<file path="src/rtl/fp_add_align_prep.sv">
// Operand-alignment front end for the shared FP32 / bf16x2 adder.
// Two-stage valid/ready pipe: compare/swap/exponent-difference, then shifter-format packing.

package fp_add_align_prep_pkg;
  typedef enum logic {
    FP32 = 1'b0,
    FP16 = 1'b1
  } fp_fmt_e;
endpackage

module fp_add_align_prep
  import fp_add_align_prep_pkg::*;
#(
  parameter int TAG_W = 4
) (
  input  logic             clk,
  input  logic             rst,
  input  logic             in_valid,
  output logic             in_ready,
  input  fp_fmt_e          fmt,
  input  logic             op_sub,
  input  logic [31:0]      a,
  input  logic [31:0]      b,
  input  logic [TAG_W-1:0] tag,
  output logic             out_valid,
  input  logic             out_ready,
  output fp_fmt_e          out_fmt,
  output logic [23:0]      x_small,
  output logic [7:0]       shamt,
  output logic [23:0]      big_frac,
  output logic [15:0]      big_exp,
  output logic [1:0]       big_sign,
  output logic [1:0]       eff_sub,
  output logic [1:0]       swapped,
  output logic [1:0]       special,
  output logic [TAG_W-1:0] tag_out
);

  logic s1_valid_q, s1_valid_d;
  logic out_valid_q, out_valid_d;
  logic s1_load, s2_load;

  assign s2_load  = !out_valid_q || out_ready;
  assign s1_load  = !s1_valid_q || s2_load;
  assign in_ready = s1_load;

  // ---------------- stage 1 combinational: compare and exponent difference
  logic       a_ge_32;
  logic [7:0] d_32;
  logic       sb_32;

  assign a_ge_32 = a[30:0] >= b[30:0];
  assign d_32    = a_ge_32 ? (a[30:23] - b[30:23]) : (b[30:23] - a[30:23]);
  assign sb_32   = b[31] ^ op_sub;

  logic [1:0]      h_ge;
  logic [1:0]      h_eff;
  logic [1:0]      h_bsign;
  logic [1:0]      h_spec;
  logic [1:0][7:0] h_d;

  generate
    for (genvar gi = 0; gi < 2; gi++) begin : g_lane_cmp
      logic [15:0] ha;
      logic [15:0] hb;
      logic        hsb;
      logic        ge;
      assign ha          = a[16*gi +: 16];
      assign hb          = b[16*gi +: 16];
      assign hsb         = hb[15] ^ op_sub;
      assign ge          = ha[14:0] >= hb[14:0];
      assign h_ge[gi]    = ge;
      assign h_d[gi]     = ge ? (ha[14:7] - hb[14:7]) : (hb[14:7] - ha[14:7]);
      assign h_eff[gi]   = ha[15] ^ hsb;
      assign h_bsign[gi] = ge ? ha[15] : hsb;
      assign h_spec[gi]  = (ha[14:7] == 8'hFF) || (hb[14:7] == 8'hFF);
    end
  endgenerate

  // ---------------- stage 1 registers
  logic [31:0]      s1_a_q, s1_a_d;
  logic [31:0]      s1_b_q, s1_b_d;
  fp_fmt_e          s1_fmt_q, s1_fmt_d;
  logic [TAG_W-1:0] s1_tag_q, s1_tag_d;
  logic [1:0]       s1_swap_q, s1_swap_d;
  logic [1:0][7:0]  s1_d_q, s1_d_d;
  logic [1:0]       s1_eff_q, s1_eff_d;
  logic [1:0]       s1_bsign_q, s1_bsign_d;
  logic [1:0]       s1_spec_q, s1_spec_d;

  always_comb begin
    s1_valid_d = s1_load ? in_valid : s1_valid_q;
    s1_a_d     = s1_a_q;
    s1_b_d     = s1_b_q;
    s1_fmt_d   = s1_fmt_q;
    s1_tag_d   = s1_tag_q;
    s1_swap_d  = s1_swap_q;
    s1_d_d     = s1_d_q;
    s1_eff_d   = s1_eff_q;
    s1_bsign_d = s1_bsign_q;
    s1_spec_d  = s1_spec_q;
    if (s1_load && in_valid) begin
      s1_a_d   = a;
      s1_b_d   = b;
      s1_fmt_d = fmt;
      s1_tag_d = tag;
      if (fmt == FP16) begin
        s1_swap_d  = ~h_ge;
        s1_d_d     = h_d;
        s1_eff_d   = h_eff;
        s1_bsign_d = h_bsign;
        s1_spec_d  = h_spec;
      end else begin
        // Lane 1 bits are meaningless for a single fp32 op and are held at 0.
        s1_swap_d  = {1'b0, ~a_ge_32};
        s1_d_d     = {8'h00, d_32};
        s1_eff_d   = {1'b0, a[31] ^ sb_32};
        s1_bsign_d = {1'b0, a_ge_32 ? a[31] : sb_32};
        s1_spec_d  = {1'b0, (a[30:23] == 8'hFF) || (b[30:23] == 8'hFF)};
      end
    end
  end

  // ---------------- stage 2 combinational: operand select, denormal flush, packing
  logic [31:0] big_32, small_32;
  logic [23:0] fb_32, fs_32;
  logic [4:0]  sat_32;

  assign big_32   = s1_swap_q[0] ? s1_b_q : s1_a_q;
  assign small_32 = s1_swap_q[0] ? s1_a_q : s1_b_q;
  assign fb_32    = (big_32[30:23] == 8'h00) ? 24'h000000 : {1'b1, big_32[22:0]};
  assign fs_32    = (small_32[30:23] == 8'h00) ? 24'h000000 : {1'b1, small_32[22:0]};
  assign sat_32   = (s1_d_q[0][7:5] != 3'b000) ? 5'd31 : s1_d_q[0][4:0];

  logic [1:0][7:0] fb_16;
  logic [1:0][7:0] fs_16;
  logic [1:0][7:0] eb_16;
  logic [1:0][3:0] sat_16;

  generate
    for (genvar gi = 0; gi < 2; gi++) begin : g_lane_pack
      logic [15:0] hbig;
      logic [15:0] hsmall;
      assign hbig        = s1_swap_q[gi] ? s1_b_q[16*gi +: 16] : s1_a_q[16*gi +: 16];
      assign hsmall      = s1_swap_q[gi] ? s1_a_q[16*gi +: 16] : s1_b_q[16*gi +: 16];
      assign fb_16[gi]   = (hbig[14:7] == 8'h00) ? 8'h00 : {1'b1, hbig[6:0]};
      assign fs_16[gi]   = (hsmall[14:7] == 8'h00) ? 8'h00 : {1'b1, hsmall[6:0]};
      assign eb_16[gi]   = hbig[14:7];
      assign sat_16[gi]  = (s1_d_q[gi][7:4] != 4'h0) ? 4'hF : s1_d_q[gi][3:0];
    end
  endgenerate

  // ---------------- stage 2 registers (module outputs)
  fp_fmt_e          out_fmt_q, out_fmt_d;
  logic [23:0]      x_small_q, x_small_d;
  logic [7:0]       shamt_q, shamt_d;
  logic [23:0]      big_frac_q, big_frac_d;
  logic [15:0]      big_exp_q, big_exp_d;
  logic [1:0]       big_sign_q, big_sign_d;
  logic [1:0]       eff_sub_q, eff_sub_d;
  logic [1:0]       swapped_q, swapped_d;
  logic [1:0]       special_q, special_d;
  logic [TAG_W-1:0] tag_out_q, tag_out_d;

  always_comb begin
    out_valid_d = s2_load ? s1_valid_q : out_valid_q;
    out_fmt_d   = out_fmt_q;
    x_small_d   = x_small_q;
    shamt_d     = shamt_q;
    big_frac_d  = big_frac_q;
    big_exp_d   = big_exp_q;
    big_sign_d  = big_sign_q;
    eff_sub_d   = eff_sub_q;
    swapped_d   = swapped_q;
    special_d   = special_q;
    tag_out_d   = tag_out_q;
    if (s2_load && s1_valid_q) begin
      out_fmt_d  = s1_fmt_q;
      big_sign_d = s1_bsign_q;
      eff_sub_d  = s1_eff_q;
      swapped_d  = s1_swap_q;
      special_d  = s1_spec_q;
      tag_out_d  = s1_tag_q;
      if (s1_fmt_q == FP16) begin
        // Gap byte [15:8] separates the two lanes so the shifter cannot bleed hi into lo.
        x_small_d  = {fs_16[1], 8'h00, fs_16[0]};
        big_frac_d = {fb_16[1], 8'h00, fb_16[0]};
        shamt_d    = {sat_16[1], sat_16[0]};
        big_exp_d  = {eb_16[1], eb_16[0]};
      end else begin
        x_small_d  = fs_32;
        big_frac_d = fb_32;
        shamt_d    = {3'b000, sat_32};
        big_exp_d  = {8'h00, big_32[30:23]};
      end
    end
  end

  always_ff @(posedge clk or posedge rst) begin
    if (rst) begin
      s1_valid_q  <= 1'b0;
      s1_a_q      <= '0;
      s1_b_q      <= '0;
      s1_fmt_q    <= FP32;
      s1_tag_q    <= '0;
      s1_swap_q   <= '0;
      s1_d_q      <= '0;
      s1_eff_q    <= '0;
      s1_bsign_q  <= '0;
      s1_spec_q   <= '0;
      out_valid_q <= 1'b0;
      out_fmt_q   <= FP32;
      x_small_q   <= '0;
      shamt_q     <= '0;
      big_frac_q  <= '0;
      big_exp_q   <= '0;
      big_sign_q  <= '0;
      eff_sub_q   <= '0;
      swapped_q   <= '0;
      special_q   <= '0;
      tag_out_q   <= '0;
    end else begin
      s1_valid_q  <= s1_valid_d;
      s1_a_q      <= s1_a_d;
      s1_b_q      <= s1_b_d;
      s1_fmt_q    <= s1_fmt_d;
      s1_tag_q    <= s1_tag_d;
      s1_swap_q   <= s1_swap_d;
      s1_d_q      <= s1_d_d;
      s1_eff_q    <= s1_eff_d;
      s1_bsign_q  <= s1_bsign_d;
      s1_spec_q   <= s1_spec_d;
      out_valid_q <= out_valid_d;
      out_fmt_q   <= out_fmt_d;
      x_small_q   <= x_small_d;
      shamt_q     <= shamt_d;
      big_frac_q  <= big_frac_d;
      big_exp_q   <= big_exp_d;
      big_sign_q  <= big_sign_d;
      eff_sub_q   <= eff_sub_d;
      swapped_q   <= swapped_d;
      special_q   <= special_d;
      tag_out_q   <= tag_out_d;
    end
  end

  assign out_valid = out_valid_q;
  assign out_fmt   = out_fmt_q;
  assign x_small   = x_small_q;
  assign shamt     = shamt_q;
  assign big_frac  = big_frac_q;
  assign big_exp   = big_exp_q;
  assign big_sign  = big_sign_q;
  assign eff_sub   = eff_sub_q;
  assign swapped   = swapped_q;
  assign special   = special_q;
  assign tag_out   = tag_out_q;

endmodule

</file>
<file path="config.mk">
export PLATFORM = sky130hd
export DESIGN_NAME = fp_add_align_prep
export DESIGN_NICKNAME = d
export VERILOG_FILES = /design/src/rtl/fp_add_align_prep.sv
export SDC_FILE = /design/constraint.sdc
export NUM_CORES = 1
export LEC_CHECK = 0
export ABC_CLOCK_PERIOD_IN_PS = 6500
export BUFFER_PORTS_ARGS = -buffer_cell sky130_fd_sc_hd__clkbuf_2
export CORE_ASPECT_RATIO = 2
export CORE_MARGIN = 4
export CORE_UTILIZATION = 45
export DETAILED_ROUTE_END_ITERATION = 8
export PLACE_DENSITY = 0.65
export SYNTH_ARGS = -nofsm -noshare
export SYNTH_HDL_FRONTEND = slang
export SYNTH_SLANG_ARGS = --single-unit
</file>
<file path="constraint.sdc">
create_clock -name clk -period 6.5 [get_ports clk]
set_input_delay 0.325 -clock clk [delete_from_list [all_inputs] [get_ports clk]]
set_output_delay 0.325 -clock clk [all_outputs]
set_load 0.05 [all_outputs]
</file>
[Yosys cells after proc, flatten, opt, wreduce, memory -nomap -nowiden]
Index checks and enable logic that the tools add are counted.
Word-level totals
  flip-flop bits (word level): 178
  bits of input ports: 74
  output and inout port bits: 87
  logic and storage cells: 86
Cells by class
  add/subtract/negate cells: 4
  magnitude comparators: 3
  eq/ne operators: 4
  multiplexer cells: 30
  bitwise gates (word level): 6
  reduce and logical (&&, ||, !) cells: 17
Operators by type and width (count)
  24-bit 2-to-1 mux: 4
  8-bit 2-to-1 mux: 8
  31-bit 2-to-1 mux: 2
  15-bit 2-to-1 mux: 4
  8-bit logical NOT: 6
  8-bit equality test (second input constant): 4
  16-bit 2-to-1 mux: 2
  8-bit subtractor: 4
  31-bit greater-or-equal comparator: 1
  15-bit greater-or-equal comparator: 2
  2-bit 2-to-1 mux: 4
  4-bit 2-to-1 mux: 2
  4-bit nonzero test: 2
  5-bit 2-to-1 mux: 1
  1-bit logical OR: 4
  1-bit bitwise XOR: 4
  1-bit 2-to-1 mux: 3
  3-bit nonzero test: 1
  1-bit logical AND: 2
  1-bit logical NOT: 2
  2-bit NOT: 1
  1-bit NOT: 1

[Depth between registers and ports, before layout]
Gate-level depths: netlist of the first run.
  depth in word-level cells: 4
  mapped depth: 12
  mapped depth without buffers: 12

[Worst setup path after synthesis of the first run]
OpenSTA, ideal clock, no wires.
  path kind: input -> register
  start point: input port a[12]
  end point: register s1_d_q[6] (netlist bit)
  setup time: 0.126 ns
  arrival: 2.496 ns
  required time: 6.374 ns
  slack: 3.878 ns
  cell stages on the path: 10
  path buffers: 1
  cells stage by stage: inv_1 > ha_1 > buf_6 > a211oi_1 > nor2_1 > a211oi_2 > o21ai_2 > a311oi_4 > mux2_2 > a221o_1
Between the ends
  word-level cells in the longest chain between the ends: 3
  elaborated cells on any way between the ends: 7
  those cells by class: add/sub (2); order compare (2); mux (3)
Ends and longest elaborated chain
  start, declared: line 22  | input logic [31:0] a,
  31-bit greater-or-equal comparator, or another cell as far along: line 52  | assign a_ge_32 = a[30:0] >= b[30:0];
  8-bit 2-to-1 mux (on tied branches): line 53, 73
  16-bit 2-to-1 mux (*): line 107  | if (fmt == FP16) begin
  end signal, assigned: line 207  | s1_d_q <= '0;
  end signal, assigned: line 229  | s1_d_q <= s1_d_d;
  end, declared: line 86  | logic [1:0][7:0] s1_d_q, s1_d_d;
Mark *: on every way between the ends. The rest lies on a longest branch, timed or not.
A chain may end at the register's enable or synchronous reset.

[Final worst setup path of the first run]
  start point: register s1_swap_q[0]
  end point: register big_frac_q[2] (netlist: big_frac[2])
Between the ends
  word-level cells in the longest chain between the ends: 4
  elaborated cells on any way between the ends: 7
  those cells by class: mux (5); reduce/logical (2)
Ends and longest elaborated chain
  start, declared: line 85  | logic [1:0] s1_swap_q, s1_swap_d;
  start signal, assigned: line 228  | s1_swap_q <= s1_swap_d;
  31-bit 2-to-1 mux or 15-bit 2-to-1 mux (tied branches): line 129, 144
  8-bit logical NOT (on tied branches): line 131, 146
  24-bit 2-to-1 mux or 8-bit 2-to-1 mux (tied branches): line 131, 146
  24-bit 2-to-1 mux (*): line 184  | if (s1_fmt_q == FP16) begin
  end signal, assigned: line 237  | big_frac_q <= big_frac_d;
  end, declared: line 157  | logic [23:0] big_frac_q, big_frac_d;
Marks and branches as above.

==> run summary, run 1 <==
In the synthesized netlist the dominant register cell turns out to be dfrtp_1. In this run the power density over the cells is 344 nW/um2. The synthesized design contains 178 register bits. Routability-driven placement finished with a final weighted congestion of 0.988.

The worst-case clock skew is 7.03 ps, and the total of warnings raised by yosys is 0. Buffers inserted to repair hold after CTS numbered 0. The post-synthesis area per instance is 9.21 um2, and the maximum single-stage delay on the critical path is 760 ps.

For the number of endpoints with negative hold slack in the final report, the log shows 0. The die area came out at 24100 um2. The tightest hold path in the finished design has a slack of 66.8 ps.

The number of vias per cell was 5.53; the max-slew violation total from the final report was 0. The tree built by TritonCTS fans out to 178 sinks. The height of the chip was 216 um; the die width was 112 um.

The worst setup path category is register to register. The tools report the placeable core region as 21100 um2. Net switching power of the design: 1.58 mW.

Buffers placed on the I/O ports in this run total 160. In the final routed layout, each cell accounts on average for 19.7 um. The number of global-route vias before repair is 8377, and the share of final-layout standard cells stronger than drive strength 1 is 0.192. The count of placed standard cells including taps is 1434. After clock tree synthesis, the repair step resized 0 gates. The min-delay analysis places its worst path in the category input pin to register. Setup repair after global routing left no endpoint under its margin. The share of flip-flops with an asynchronous set or reset after synthesis was 1.00. The logs give 1466 for the number of standard cells in the layout, taps in and fillers out and 384 for the violation count after the first detailed-routing iteration. Traced cell by cell, the critical path runs through buf_4 > mux2_2 > nor4_1 > nand2b_1 > a21oi_1 > a22o_1. For the number of post-CTS setup repair buffers, the log shows 0. The run gives 0.333 as the portion of total power attributed to combinational logic. Count of buffer and inverter cells on the critical path: 1. From synthesis to final layout, the design area changed by 16.2%. For the final routed database, the setup TNS stands at 0 ps. The tools report the maximum level of the CTS H-tree as 4. In this run the deepest clock path goes through 2 buffers. The post-route core utilization was 0.535.

The run finished with clean final reports. The total wire length after detailed routing is 28.9 mm. Sorting the synthesized cells by area gives the leading types as dfrtp_1 (46%), nand2_1 (9.3%), ha_1 (6.2%). Summed over all layers, the global routing overflow is 0. The post-synth design cell area is 9710 um2, and the setup-violating endpoint count in the final report is 0. The biggest area consumer among synthesized cells was dfrtp_1. For the DRC violation count after routing, the log shows 0. The shortest period the worst path allows was 2900 ps. The first-pass iteration count of the detailed router came out at 7. After clock tree synthesis, the clock-pin slew on the worst setup and hold paths is 70 ps. The routed layout has 8113 vias.

The number of different library cells in the post-synthesis netlist was 61. Summing all placed instances gives a cell area of 10700 um2. Data arrives at the worst endpoint at 3230 ps. At the pin with the least slew margin, the transition time is 991 ps. For the starting density of the core, the log shows 0.460. The tools report the endpoint class of the critical path as a register. In this run, CTS created clock tree buffers numbering 17. The portion of total power attributed to sequential cells is 0.386. The switching part of the total power is 0.406, and the total of max-cap violations is 0. Timing would allow up to 0.345 GHz. Among cell families on the critical path, the largest total delay comes from flip-flops. The tree is rooted in a clkbuf_16. The sequential share of the synthesized area is 0.459. Of all nets on the critical path, the largest fanout is 29.

The number of synthesized flops with an enable pin was 0; the initial antenna violation count was 1. The logs give 2027 for the layout filler cell count and 75 for the number of rows in the core area. The first global-routing pass estimated 45.7 mm of wire. The tools report the worst slew slack as a fraction of its limit as 0.339.

Detailed placement finished with a half-perimeter wire length of 21.9 mm. The run gives 110 as the pin count of the biggest net entering global routing. Area share of the largest cell type after synthesis: 0.459.

The slowest stage of the critical path is the dfrtp_2 cell. For the worst setup path, the data required time is 6830 ps. For the number of top-level pins, the log shows 161. The number of nets in the finished design is 1310, and the synthesized instance count is 1054.

The clock network power share is 0.281. TritonCTS built the clock tree. The number of nets still failing antenna checks after routing was 0; the portion of the clock cycle consumed by the worst path in the final layout was 0.446. The internal power of the cells totals 2.31 mW. The tools report the cell area after layout as 11300 um2. The critical path startpoint category was a register. The synthesized netlist net count came out at 1180.

The global routing usage summed across all routing layers was 0.244. At the later pin of the worst-skew pair, clock insertion delay measures 450 ps. The analysis attributes to cell leakage a power of 5.60 nW. VDD sags by at most 0.212 mV.
-- worst reg2reg max path, stage by stage, from the launching register on --
cell      delay, ps
dfrtp_2         760
buf_4           510
mux2_2          450
nor4_1          360
nand2b_1        150
a21oi_1         270
a22o_1          280
-- layout by cell type, fill, tap and decap left out, types with 7 or more instances in the layout --
cell type  synthesis  final
a21o_1             7      7
a21oi_1           38     38
a221oi_1          15     15
a22o_1            16     16
buf_4              1      7
clkbuf_16          0     17
clkbuf_2           0    160
dfrtp_1          178    177
ha_1              48     48
inv_1             61     60
mux2_2            12     12
mux2i_1           49     49
mux4_2             7      7
nand2_1          241    239
nand4_1           12     12
nor2_1            71     71
nor2b_1            7      7
nor3_1            14     14
o211ai_1           8      8
o21ai_0          103    103
o31ai_1           16     16
or4_1              7      7
xnor2_1           12     12
-- power by group through the flow --
stage               combinational (mW)  sequential, mW  clock, mW
floorplan                        0.544            1.90          0
global placement                  1.29            1.51          0
detailed placement                1.30            1.52          0
CTS                               1.31            1.50       1.11
global route                      1.40            1.53       1.14
finish                            1.29            1.50       1.09
-- synthesized netlist by cell type (2+ instances only) --
cell,n
o31ai_1,16
nand4_1,12
or4_1,7
a221oi_1,15
ha_1,48
a211oi_1,5
mux2i_1,49
nand3_1,4
a2111oi_0,2
xor2_1,6
mux4_2,7
a22o_1,16
a21oi_1,38
nor2_1,71
nor3_1,14
a21boi_0,2
o21a_1,4
buf_6,4
xnor2_1,12
nand2_1,241
a31oi_1,4
nor2b_1,7
o21ai_0,103
buf_2,8
mux2_2,12
and2_1,2
clkbuf_1,38
o22a_1,5
inv_1,61
nand2_2,2
a21o_1,7
dfrtp_1,178
nand2b_1,6
o21bai_1,4
buf_1,5
o211ai_1,8
nor4_1,4
fa_1,4
-- metrics by stage --
| stage | power (mW) | worst slack, ps |
|---|---|---|
| after floorplan | 2.44 | 1340 |
| after global placement | 2.81 | 3240 |
| after detailed placement | 2.82 | 3190 |
| after CTS | 3.91 | 3620 |
| after global routing | 4.07 | 3450 |
| final | 3.88 | 3600 |
-- state kept, by name (all words and copies together) (netlist names), 4 cells and up --
signal / flops
tag_out: 4
s1_tag_q: 4
shamt: 8
big_exp: 16
big_frac: 24
s1_d_q: 16
x_small: 24
s1_a_q: 31
s1_b_q: 31
-- area by class of cell --
| class | count | area (um2) | area share |
|---|---|---|---|
| Sequential cell | 178 | 4460 | 0.395 |
| Timing Repair Buffer | 167 | 853 | 0.0756 |
| Clock buffer | 19 | 443 | 0.0392 |
| Clock inverter | 12 | 175 | 0.0155 |
| Inverter | 61 | 234 | 0.0207 |
| Antenna cell | 1 | 2.50 | 0.000222 |
| Tap cell | 269 | 337 | 0.0298 |
| Multi-Input combinational cell | 759 | 4790 | 0.424 |
-- cell families after synthesis --
family,Yosys count,synth area share
simple gates,379,0.164
compound gates,241,0.159
flops,178,0.459
buf+inv,117,0.0497
mux,69,0.0822
fa+ha+maj,52,0.0701
xor+xnor,18,0.0162
-- layer usage --
layer	track usage	vias up	share of wire
met5	0	-	0
met4	0.124	0	0.049
met3	0.0412	72	0.037
met2	0.451	236	0.55
met1	0.264	3899	0.37
li1	-	3906	-
-- final timing paths --
| kind | depth (start not counted) | startpoint | slack (ps) | to |
|---|---|---|---|---|
| setup / recovery | 6 | s1_swap_q[0] | 3600 | big_frac[2] |
| setup reg to reg | 6 | s1_swap_q[0] | 3600 | big_frac[2] |
| hold reg to reg | 2 | s1_tag_q[3] | 470 | tag_out[3] |
| min in group asynchronous | 2 | rst | 100 | big_exp[7] |
| hold / removal | 3 | tag[3] | 70 | s1_tag_q[3] |
| max in group asynchronous | 3 | rst | 4840 | s1_swap_q[0] |
(Power assumes the default switching activity.)
==> run 2: changes to the inputs <==
ABC_CLOCK_PERIOD_IN_PS = 2850   (was 6500)
clock period = 2.85 ns   (was 6.5 ns; I/O delays follow)
==> run 2 against run 1 <==
  * Die area did not move
  * Clock skew grew 4.4 ps
  * Largest power group unchanged
  * Critical path type is now input pin to register
  * Wire length up 3.8%
  * Sequential power is 130% higher
  * Via count up 2.3%
==> run summary, run 2 (synthesized netlist as in run 1, its figures left out) <==
The clock sink count was 178 (unchanged). The slack of the worst reg-to-reg path is 640 ps (-2960 ps). The worst endpoint data arrival time was 3040 ps (-190 ps); the shortest period the worst path allows was 2730 ps. The pin count of the biggest net entering global routing is 100 (-9.1%), and the routed wire length per instance is 19.6 um (-0.70%). The number of nets in the finished design came out at 1377 (+5.1%). Grouping stages by cell kind, the critical path spends the most delay in compound AO/OA/AOI/OAI gates. The run gives 5.87 nW (+4.9%) as the leakage power.

For the count of placed standard cells including taps, the log shows 1465 (+2.2%). The setup-violating endpoint count in the final report was 0 (unchanged). The DRC violation count after routing came out at 0 (unchanged). For the post-placement worst setup slack, the log shows 151 ps (-3030 ps). CTS placed an instance of clkbuf_16 at the clock tree root. The reg-to-reg critical path endpoint is big_frac[0]. The number of vias per cell is 5.41 (-2.2%), and the latest clock arrival within the worst-skew pair is 430 ps (-20 ps). The run gives 0.659 mV (+210%) as the maximum VDD drop.

The number of global-route vias before repair came out at 8773 (+4.7%). Tracing the worst setup path back leads to its startpoint at b[6]. The die area was 24100 um2 (unchanged); the violation count after the first detailed-routing iteration was 472 (+23%).

The global routing usage summed across all routing layers is 0.253 (+0.00906), and the count of buffer and inverter cells on the critical path is 3 (+2). STA classifies the critical path startpoint as an input pin. The logs give 75 (unchanged) for the number of rows in the core area and 3160 ps (-3670 ps) for the data required time at the worst endpoint. The tools report the weighted congestion at the end of routability-driven global placement as 0.954 (-3.4%). The final hold slack came out at 29.5 ps (-37.2 ps). Worst setup path category: input pin to register.

TritonCTS built the clock tree. Setup repair after global routing left no endpoint under its margin. The logs give 0 (-1) for the initial antenna violation count and 30.0 mm (+3.8%) for the total wire length after detailed routing. The leading cell type in the layout, fill and taps excluded was nand2_1.

The final antenna diode count was 0 (-1); the share of final-layout standard cells stronger than drive strength 1 was 0.206 (+0.0142). The number of cell instances on the worst register-to-register path is 8 (+2), and the number of logic stages on the critical path including buffering is 12 (+6). The run gives 17 (unchanged) as the number of buffers created by CTS. Die width: 112 um (unchanged). The worst setup path is captured at a register. The flow ran to the end, and the final reports show no timing, DRC or antenna violations. The count of input and output buffers was 160 (unchanged); the starting density of the core was 0.460 (unchanged). The layout filler cell count was 2005 (-1.1%).

For the total vias in the final route, the log shows 8300 (+2.3%). The number of nets still failing antenna checks after routing came out at 0 (unchanged). The path class of the tightest hold or removal check is input pin to register. The highest fanout seen on the critical path was 5 (-83%). The run gives 0 (unchanged) as the number of post-CTS setup repair buffers. The cell area after layout is 11900 um2 (+5.1%).

Setup TNS after final layout: 0 ps (unchanged). The maximum single-stage delay on the critical path works out to 550 ps (-210 ps). The run gives 47.3 mm (+3.6%) as the first-pass GRT wire length.

In this run the critical register-to-register path is launched from s1_a_q[12]. The areal power density over the cells is 739 nW/um2 (+110%). The portion of the clock cycle consumed by the worst path in the final layout was 0.957; the slew at the pin with the worst max-slew slack was 667 ps (-324 ps). The number of endpoints with negative hold slack in the final report is 0 (unchanged). In the layout the commonest cells are nand2_1 (239), dfrtp_1 (177), clkbuf_2 (160), o21ai_0 (103), nor2_1 (71). The largest registers in the layout are s1_a_q x31, s1_b_q x31. For the number of standard cells in the layout, taps in and fillers out, the log shows 1533 (+4.6%). The clock-pin slew of the registers on the worst-case setup and hold paths is 70 ps (about the same). The master of the slowest instance on the critical path was dlygate4sd3_1. The logs give 23.0 mm (+4.9%) for the placed wire-length estimate after detailed placement and 21100 um2 (unchanged) for the placeable core region. The tools report the first-pass iteration count of the detailed router as 5 (-2). The maximum level of the CTS H-tree came out at 4 (unchanged). The clock tree buffer depth is 2 (unchanged), and the worst-case clock skew is 11.4 ps (+4.36 ps). The height of the chip came out at 216 um (unchanged).

The standard cell area after detailed placement was 10900 um2 (+2.5%). The number of top-level pins is 161 (unchanged). The total of max-cap violations came out at 0 (unchanged). The area growth from synthesis to layout is 22.2%. In this run the worst setup path terminates at s1_d_q[6]. The tools report the max-slew violation total from the final report as 0 (unchanged). The achievable clock frequency was 0.367 GHz. The worst slew slack as a fraction of its limit was 0.551 (+0.212); the least setup slack across all paths after layout was 123 ps (-3480 ps). The tools report the total congestion overflow as 0 (unchanged). Walking the worst path, the cells encountered are dlygate4sd3_1 > clkbuf_2 > inv_1 > ha_1 > a21oi_1 > o21ai_0 > a211oi_2 > o21a_2 > mux2_4 > nor4bb_1 > a2111oi_1 > a221o_1.
## run 2: cell types whose count changed in the layout (fill, tap and decap cells not counted), moves of 2 or more
cell           previous run  this run
dlygate4sd3_1             0        36
clkbuf_1                  1         3
bufinv_16                 3         1
inv_8                     2         0
buf_12                    0         3
clkinvlp_4                2         5
buf_4                     7        35
## run 2: worst min-delay path by stage
stage / to / cells past startpoint / start
2_1_floorplan: s1_a_q[14] / 2 / a[14]
3_3_place_gp: special[0] / 3 / rst
3_5_place_dp: big_exp[4] / 3 / rst
4_1_cts: s1_b_q[25] / 3 / b[25]
5_1_grt: s1_a_q[16] / 3 / a[16]
6_report: s1_a_q[16] / 3 / a[16]
## run 2: area by class of cell
cell class              instances  area [um2]  area share
well taps                     269         337      0.0284
inverters                      61         233      0.0196
repair buffers                234        1480       0.125
flip-flops and latches        178        4460       0.376
clock inverters                10         100     0.00844
multi-input cells             759        4790       0.404
clock buffers                  22         464      0.0391
## run 2: worst reg2reg max path: cells and delay by family (launching register included)
family / cells / cell delay (ps)
DFF: 1 / 480
buffers and inverters: 1 / 190
and+or+nand+nor: 4 / 1130
AOI/OAI and AO/OA: 3 / 320
## run 2: through the flow
stage / util / total power, mW
finish: 0.562 / 8.77
CTS: 0.562 / 8.84
detailed placement: 0.518 / 6.53
global placement: 0.518 / 6.49
floorplan: - / 5.57
global route: 0.562 / 9.22
## run 2: repair_timing
item	CTS	global route
endpoints found under the setup margin	0	2
endpoints found under the hold margin	213	0
hold buffers	36	0
gates resized for setup	0	2
## run 2: power breakdown
group	total, mW	switching, mW	internal [mW]	leakage (nW)
combinational	3.12	2.18	0.934	3.41
sequential	3.39	0.385	3.01	2.20
clock	2.26	1.00	1.26	0.263
## run 2: routing by layer
metal | global-route usage | routed length (um) | vias to the layer above
met5 | 0 | 0 | -
met4 | 0.126 | 1480 | 0
met3 | 0.0404 | 1060 | 72
met2 | 0.487 | 16800 | 208
met1 | 0.259 | 10600 | 3996
li1 | - | - | 4024
